==> src/rtl/pifo_calendar_ctrl.sv <==
// Controller for a chain of PIFO calendar atoms: enqueue/dequeue handshakes,
// round (overflow bit) tracking against the last dequeued rank, and flushing.
module pifo_calendar_ctrl #(
    parameter int DEPTH                   = 16,
    parameter int ELEMENT_WIDTH           = 32,
    parameter int ELEMENT_RANK_WIDTH      = 18,
    parameter int PIFO_INFO_ADDRESS_WIDTH = 12,
    localparam int OCC_W                  = $clog2(DEPTH + 1)
) (
    input  logic                               clk,
    input  logic                               rst,
    input  logic                               s_enq_valid,
    output logic                               s_enq_ready,
    input  logic [ELEMENT_RANK_WIDTH-1:0]      s_enq_rank,
    input  logic [PIFO_INFO_ADDRESS_WIDTH-1:0] s_enq_address,
    output logic                               m_deq_valid,
    input  logic                               m_deq_ready,
    output logic [ELEMENT_WIDTH-1:0]           m_deq_data,
    input  logic                               in_flush,
    output logic [ELEMENT_WIDTH-1:0]           out_pifo_input,
    output logic                               out_ctl_insert,
    output logic                               out_ctl_pop,
    output logic                               out_global_overflow_bit,
    input  logic [ELEMENT_WIDTH-1:0]           in_head_element,
    output logic [OCC_W-1:0]                   out_occupancy,
    output logic                               out_full,
    output logic                               out_empty,
    output logic                               out_busy
);
    typedef enum logic {RUN = 1'b0, FLUSH = 1'b1} state_t;

    state_t                        state, state_next;
    logic                          held_valid;
    logic                          global_bit;
    logic [ELEMENT_RANK_WIDTH-1:0] last_deq_rank;
    logic [OCC_W-1:0]              occupancy;
    logic                          pop_ok, flush_pop, insert, pop, enq_ovf;
    logic [ELEMENT_RANK_WIDTH-1:0] head_rank;
    logic                          head_ovf;

    assign head_rank = in_head_element[PIFO_INFO_ADDRESS_WIDTH +: ELEMENT_RANK_WIDTH];
    assign head_ovf  = in_head_element[ELEMENT_WIDTH-2];

    assign out_occupancy           = occupancy;
    assign out_empty               = (occupancy == '0);
    assign out_full                = (occupancy == OCC_W'(DEPTH));
    assign out_busy                = (state == FLUSH);
    assign out_global_overflow_bit = global_bit;
    assign m_deq_valid             = held_valid & (state == RUN);

    // A rank behind the last dequeued one has wrapped and belongs to the next round.
    assign enq_ovf        = (s_enq_rank >= last_deq_rank) ? global_bit : ~global_bit;
    assign out_pifo_input = {1'b1, enq_ovf, s_enq_rank, s_enq_address};

    always_comb begin
        state_next  = state;
        pop_ok      = 1'b0;
        flush_pop   = 1'b0;
        s_enq_ready = 1'b0;
        insert      = 1'b0;
        case (state)
            RUN: begin
                pop_ok      = ~out_empty & (~held_valid | m_deq_ready);
                s_enq_ready = ~out_full | pop_ok;
                insert      = s_enq_valid & s_enq_ready;
                if (in_flush) state_next = FLUSH;
            end
            FLUSH: begin
                flush_pop = ~out_empty;
                if (out_empty) state_next = RUN;
            end
            default: state_next = RUN;
        endcase
        pop            = pop_ok | flush_pop;
        out_ctl_insert = insert & ~rst;
        out_ctl_pop    = pop & ~rst;
    end

    always_ff @(posedge clk) begin
        if (rst) begin
            state         <= RUN;
            occupancy     <= '0;
            held_valid    <= 1'b0;
            m_deq_data    <= '0;
            global_bit    <= 1'b0;
            last_deq_rank <= '0;
        end else begin
            state <= state_next;
            case ({insert, pop})
                2'b10:   occupancy <= occupancy + OCC_W'(1);
                2'b01:   occupancy <= occupancy - OCC_W'(1);
                default: ;
            endcase
            if (pop_ok) begin
                m_deq_data    <= in_head_element;
                held_valid    <= 1'b1;
                last_deq_rank <= head_rank;
                if (head_ovf != global_bit) global_bit <= head_ovf;
            end else if (state == FLUSH || m_deq_ready) begin
                held_valid <= 1'b0;
            end
            // Chain is empty on exit, so the round numbering restarts from zero.
            if (state == FLUSH && out_empty) begin
                global_bit    <= 1'b0;
                last_deq_rank <= '0;
            end
        end
    end
endmodule

==> config.mk <==
export PLATFORM = sky130hd
export DESIGN_NAME = pifo_calendar_ctrl
export DESIGN_NICKNAME = d
export VERILOG_FILES = /design/src/rtl/pifo_calendar_ctrl.sv
export SDC_FILE = /design/constraint.sdc
export NUM_CORES = 1
export LEC_CHECK = 0
export ABC_AREA = 1
export BUFFER_PORTS_ARGS = -buffer_cell sky130_fd_sc_hd__buf_2
export CAP_MARGIN = 20
export CORE_MARGIN = 4
export CORE_UTILIZATION = 40
export DETAILED_ROUTE_END_ITERATION = 6
export PLACE_DENSITY_LB_ADDON = 0.3
export REMOVE_ABC_BUFFERS = 1
export SYNTH_ARGS = -nofsm -noshare
export SYNTH_HDL_FRONTEND = slang
export SYNTH_SLANG_ARGS = --single-unit
==> constraint.sdc <==
create_clock -name clk -period 4.9 [get_ports clk]
set_clock_uncertainty 0.15 [all_clocks]
set_input_delay 0 -clock clk [delete_from_list [all_inputs] [get_ports clk]]
set_output_delay 0 -clock clk [all_outputs]
set_load 0.1 [all_outputs]
After elaboration in Yosys (flattened, before gate mapping)
Index checks and enable logic that the tools add are counted.
{ "totals": {"inputBits": 67, "ff_bits": 58, "out_inout_bits": 77} }
{ "op_classes": {"bitwise_logic": 14, "eq_ne": 4, "add_sub_neg": 2, "n_mux": 11, "n_lt_le_gt_ge": 1, "n_reduce_logical": 7} }
{ "ops": {"columns": ["operator", "n"], "rows": [
  ["18-bit >= comparator", 1],
  ["5-bit one-hot mux with 2 select lines", 1],
  ["1-bit 2-to-1 mux", 9],
  ["1-bit NOT", 6],
  ["5-bit by 1-bit adder with 5-bit output (second input constant)", 1],
  ["1-bit AND", 5],
  ["5-bit equality test (second input constant)", 1],
  ["5-bit zero test", 1],
  ["5-bit by 1-bit subtractor with 5-bit output (second input constant)", 1],
  ["2-bit nonzero test", 2],
  ["1-bit bitwise OR", 3],
  ["2-bit by 1-bit equality test with 1-bit output (second input constant)", 1],
  ["2-bit equality test (second input constant)", 1],
  ["1-bit one-hot mux with 2 select lines", 1],
  ["2-bit AND reduction", 1],
  ["2-bit OR reduction", 1],
  ["1-bit logical AND", 1],
  ["1-bit logical OR", 1],
  ["1-bit != test", 1]
]} }

Logic depth before layout (Yosys ltp)
{ "logic_depth": {"word_depth": 8, "depth_mapped": 16} }

Worst setup path before layout
OpenSTA, ideal clock, no wires.
{ "synth_path": {"kind": "register to register", "startpoint": "register occupancy[4], in the netlist out_occupancy[4]", "endpoint": "register occupancy[4], in the netlist out_occupancy[4]", "setup_time_ps": 70, "t_arrival_ps": 5168, "setup_slack_ps": -489, "path_buffers": 0, "path_stages_with_launch": 16, "synth_period_minus_slack_ps": 5389, "cell_sequence": "dfxtp_1 -> inv_2 -> nor2_1 -> a21oi_1 -> nand2_1 -> ha_1 -> xor2_1 -> ha_1 -> inv_1 -> nand2_1 -> nand3_1 -> nand2_1 -> nand2_1 -> nand2_1 -> nand2_1 -> a21oi_1"} }
{ "synth_between": {"elab_cells_between_ends": 17} }
{ "synth_rtl": {"columns": ["item", "line_no", "text"], "rows": [
  ["start, declared", "36", "logic [OCC_W-1:0] occupancy;"],
  ["start signal, assigned", "90", "2'b10: occupancy <= occupancy + OCC_W'(1);"],
  ["start signal, assigned", "91", "2'b01: occupancy <= occupancy - OCC_W'(1);"],
  ["5-bit equality test (*)", "46", "assign out_full = (occupancy == OCC_W'(DEPTH));"],
  ["net out_full", "26", "output logic out_full,"],
  ["1-bit NOT (*)", "64", "s_enq_ready = ~out_full | pop_ok;"],
  ["1-bit bitwise OR (*)", "64", null],
  ["1-bit AND (*)", "65", "insert = s_enq_valid & s_enq_ready;"],
  ["1-bit 2-to-1 mux (*)", "61", "case (state)"],
  ["2-bit by 1-bit equality test with 1-bit output / 2-bit equality test (equally long branches)", "89", "case ({insert, pop})"],
  ["5-bit one-hot mux with 2 select lines / 2-bit nonzero test (equally long branches)", null, null]
]} }
Mark *: on every way through the listed nets, which the timed path passes. The rest lies on a longest branch.
A chain may end at the register's enable or synchronous reset.

Final worst setup path
{ "layout_path": {"startpoint": "register occupancy[0], in the netlist out_occupancy[0]", "endpoint": "register occupancy[4], in the netlist out_occupancy[4]"} }
{ "layout_between": {"elab_chain_cells": 8, "elab_cells_between_ends": 17} }
{ "layout_rtl": {"columns": ["item", "line_no", "text"], "rows": [
  ["5-bit zero test", "45", "assign out_empty = (occupancy == '0);"],
  ["1-bit NOT", "63, 69", null],
  ["1-bit AND", "63", "pop_ok = ~out_empty & (~held_valid | m_deq_ready);"],
  ["1-bit bitwise OR", "64", null],
  ["1-bit AND", "65", null],
  ["1-bit 2-to-1 mux", "61", null],
  ["2-bit by 1-bit equality test with 1-bit output / 2-bit equality test (equally long branches)", "89", null],
  ["5-bit one-hot mux with 2 select lines / 2-bit nonzero test (equally long branches)", null, null]
]} }
Several ways; a longest one is shown, not always the timed one.

==> flow_metrics.env <==
export IMPL_status="finished clean"
export IMPL_hold_viol=0
export IMPL_comb_power_share=0.633
export IMPL_die_h_um=96.0
export IMPL_ys_ff_latch=58
export IMPL_core_um2=7410
export IMPL_detail_route_wl_per_cell_um=12.4
export IMPL_vias_per_cell=4.53
export IMPL_start_util=0.419
export IMPL_min_delay_start="s_enq_valid"
export IMPL_cp_start_kind="register"
export IMPL_boundaryPins=144
export IMPL_clkPwrFrac=0.131
export IMPL_max_vdd_ir_drop_mv=0.532
export IMPL_wl_um=8060
export IMPL_worst_hold_path_type="in -> reg"
export IMPL_overflow=0
export IMPL_p_sw_mw=1.81
export IMPL_timing_final_crit_share=0.496
export IMPL_pre_cts_ws_ns=2.47
export IMPL_worstSetupEndpointType="register"
export IMPL_cts_sinks=58
export IMPL_slew_headroom=0.316
export IMPL_internal_power_mw=1.18
export IMPL_yosys_warnings=0
export IMPL_grt_pass1_wl_um=13100
export IMPL_critPathArrivalTime_ns=2.53
export IMPL_antenna_left=0
export IMPL_row_count=31
export IMPL_power_frac_seq=0.236
export IMPL_rsz0062_at_grt="no"
export IMPL_fin_crit_ns=2.43
export IMPL_post_route_util=0.558
export IMPL_yosysUniqueCellTypes=28
export IMPL_die_area_um2=9220
export IMPL_finalMaxSlewViolations=0
export IMPL_rr_startpoint="out_occupancy[0]$_SDFFE_PP0P_"
export IMPL_path_clk_slew_ns=0.07
export IMPL_htreeDepth=3
export IMPL_gp_congestion=0.804
export IMPL_grt_max_degree=54
export IMPL_worstPathRequired_ns=5.00
export IMPL_drive_gt1_frac=0.298
export IMPL_layout_nets=634
export IMPL_worstSkewPairLatency_ns=0.33
export IMPL_leakage_nw=2.04
export IMPL_dpl_hpwl_um=5400
export IMPL_n_antenna_cell=0
export IMPL_max_slew_worst_pin_slew_ns=1.03
export IMPL_hold_path_depth=5
export IMPL_syn_avg_cell_area_um2=7.47
export IMPL_cts_buffers=9
export IMPL_synthesis_instances=415
export IMPL_synth_seq_area_share=0.374
export IMPL_layout_setup_ws_ns=2.47
export IMPL_r2r_end="out_occupancy[4]$_SDFFE_PP0P_"
export IMPL_switching_share=0.604
export IMPL_area_delta_synth_final_pct=33.4
export IMPL_syn_area_um2=3100
export IMPL_regToRegSetupSlack_ns=2.47
export IMPL_vias=2943
export IMPL_r2r_cells=16
export IMPL_min_to="out_occupancy[2]$_SDFFE_PP0P_"
export IMPL_cts_tree="done"
export IMPL_root_buffer="clkbuf_8"
export IMPL_io_buffers=118
export IMPL_max_freq_ghz=0.412
export IMPL_powerDensity_nw_per_um2=724
export IMPL_layout_commonest_cell="buf_2"
export IMPL_timing_hold_ws_ns=0.151
export IMPL_first_pass_iters=4
export IMPL_worstSetupPathType="reg -> reg"
export IMPL_worst_path_max_fanout=6
export IMPL_antenna_found_initial=0
export IMPL_first_global_vias=2892
export IMPL_drc=0
export IMPL_placedCellCount=586
export IMPL_instances_no_fill=649
export IMPL_setup_violations=0
export IMPL_timing_max_cap_violations=0
export IMPL_drt_iter0_drc=85
export IMPL_clk_path_buf_depth=2
export IMPL_grtUsageTotal=0.180
export IMPL_final_cell_mix="118 x buf_2, 89 x nand2_1, 58 x dfxtp_1"
export IMPL_cts_resized=0
export IMPL_total_power_mw=2.99
export IMPL_die_w_um=96.0
## cells in the mapped netlist, drive strengths merged
cell | number | area share
ha | 22 | 0.089
clkbuf | 4 | 0.0048
a21o | 1 | 0.0024
o21bai | 3 | 0.0073
nand2 | 107 | 0.15
xor2 | 4 | 0.014
nand4 | 3 | 0.011
inv | 47 | 0.058
a21oi | 50 | 0.087
a21boi | 1 | 0.0024
conb | 1 | 0.0012
nor2 | 48 | 0.059
nand3 | 7 | 0.011
o21ai | 17 | 0.027
buf | 42 | 0.10
dfxtp | 58 | 0.37
## worst max path at each step
stage | start | to | cells past startpoint
final | out_occupancy[0]$_SDFFE_PP0P_ | out_occupancy[4]$_SDFFE_PP0P_ | 16
after global routing | out_occupancy[0]$_SDFFE_PP0P_ | out_occupancy[4]$_SDFFE_PP0P_ | 16
after CTS | out_occupancy[0]$_SDFFE_PP0P_ | out_occupancy[4]$_SDFFE_PP0P_ | 16
after detailed placement | out_occupancy[0]$_SDFFE_PP0P_ | out_occupancy[4]$_SDFFE_PP0P_ | 16
after global placement | out_occupancy[0]$_SDFFE_PP0P_ | out_occupancy[4]$_SDFFE_PP0P_ | 16
after floorplan | out_occupancy[4]$_SDFFE_PP0P_ | out_occupancy[4]$_SDFFE_PP0P_ | 15
## registers in the layout, indices dropped and copies added, names as in the netlist
signal	flops
held_valid	1
m_deq_data	32
out_global_overflow_bit	1
last_deq_rank	18
out_busy	1
out_occupancy	5
## power groups by stage
stage	logic (mW)	registers (mW)	clock network, mW
3_5_place_dp	1.83	0.714	0
6_report	1.90	0.706	0.392
5_1_grt	2.04	0.725	0.423
3_3_place_gp	1.82	0.707	0
4_1_cts	1.91	0.705	0.412
2_1_floorplan	0.733	1.43	0
## cell type report
type                            instances  area [um2]
Fill cell                             721        3270
Tap cell                               99         124
Sequential cell                        58        1160
Multi-Input combinational cell        264        1430
Clock buffer                           10         138
Clock inverter                          6        42.5
Inverter                               47         179
Timing Repair Buffer                  165        1060
## critical path, stage by stage, from the launching register on
cell and delay, ns:
dfxtp_1 0.37, nor2_2 0.19, nand3_1 0.09, nor2_1 0.12, a21oi_1 0.09, nand2_1 0.12
ha_1 0.30, xor2_1 0.22, ha_1 0.17, inv_1 0.03, nand2_1 0.08, nand3_1 0.10
nand2_1 0.08, nand2_1 0.04, nand2_1 0.05, nand2_1 0.04, a21oi_1 0.11
## through the flow
stage          instance area [um2]  setup TNS (ns)
2_1_floorplan                 2770           -1.73
3_3_place_gp                  3480               0
3_5_place_dp                  3480               0
4_1_cts                       4140               0
5_1_grt                       4140               0
6_report                      4140               0
## what timing repair did
item	4_1_cts	5_1_grt
hold buffers	47	0
setup buffers	0	0
endpoints found under the hold margin	65	0
## cell families after synthesis
kind of cell               count (synthesis)  share of synthesized area
AOI/OAI and AO/OA                         72                      0.126
xor gates and xnor gates                   4                     0.0137
adders and majority gates                 22                     0.0888
buffers and inverters                     93                      0.165
DFF                                       58                      0.374
other                                      1                    0.00121
and+or+nand+nor                          165                      0.230
## per-layer routing
layer,global-route usage,up-vias,part of all wire
li1,-,1525,-
met1,0.202,1305,0.42
met2,0.331,102,0.50
met3,0.0453,11,0.066
met4,0.0557,0,0.014
met5,0,-,0
Power figures use the tool's default switching activity.
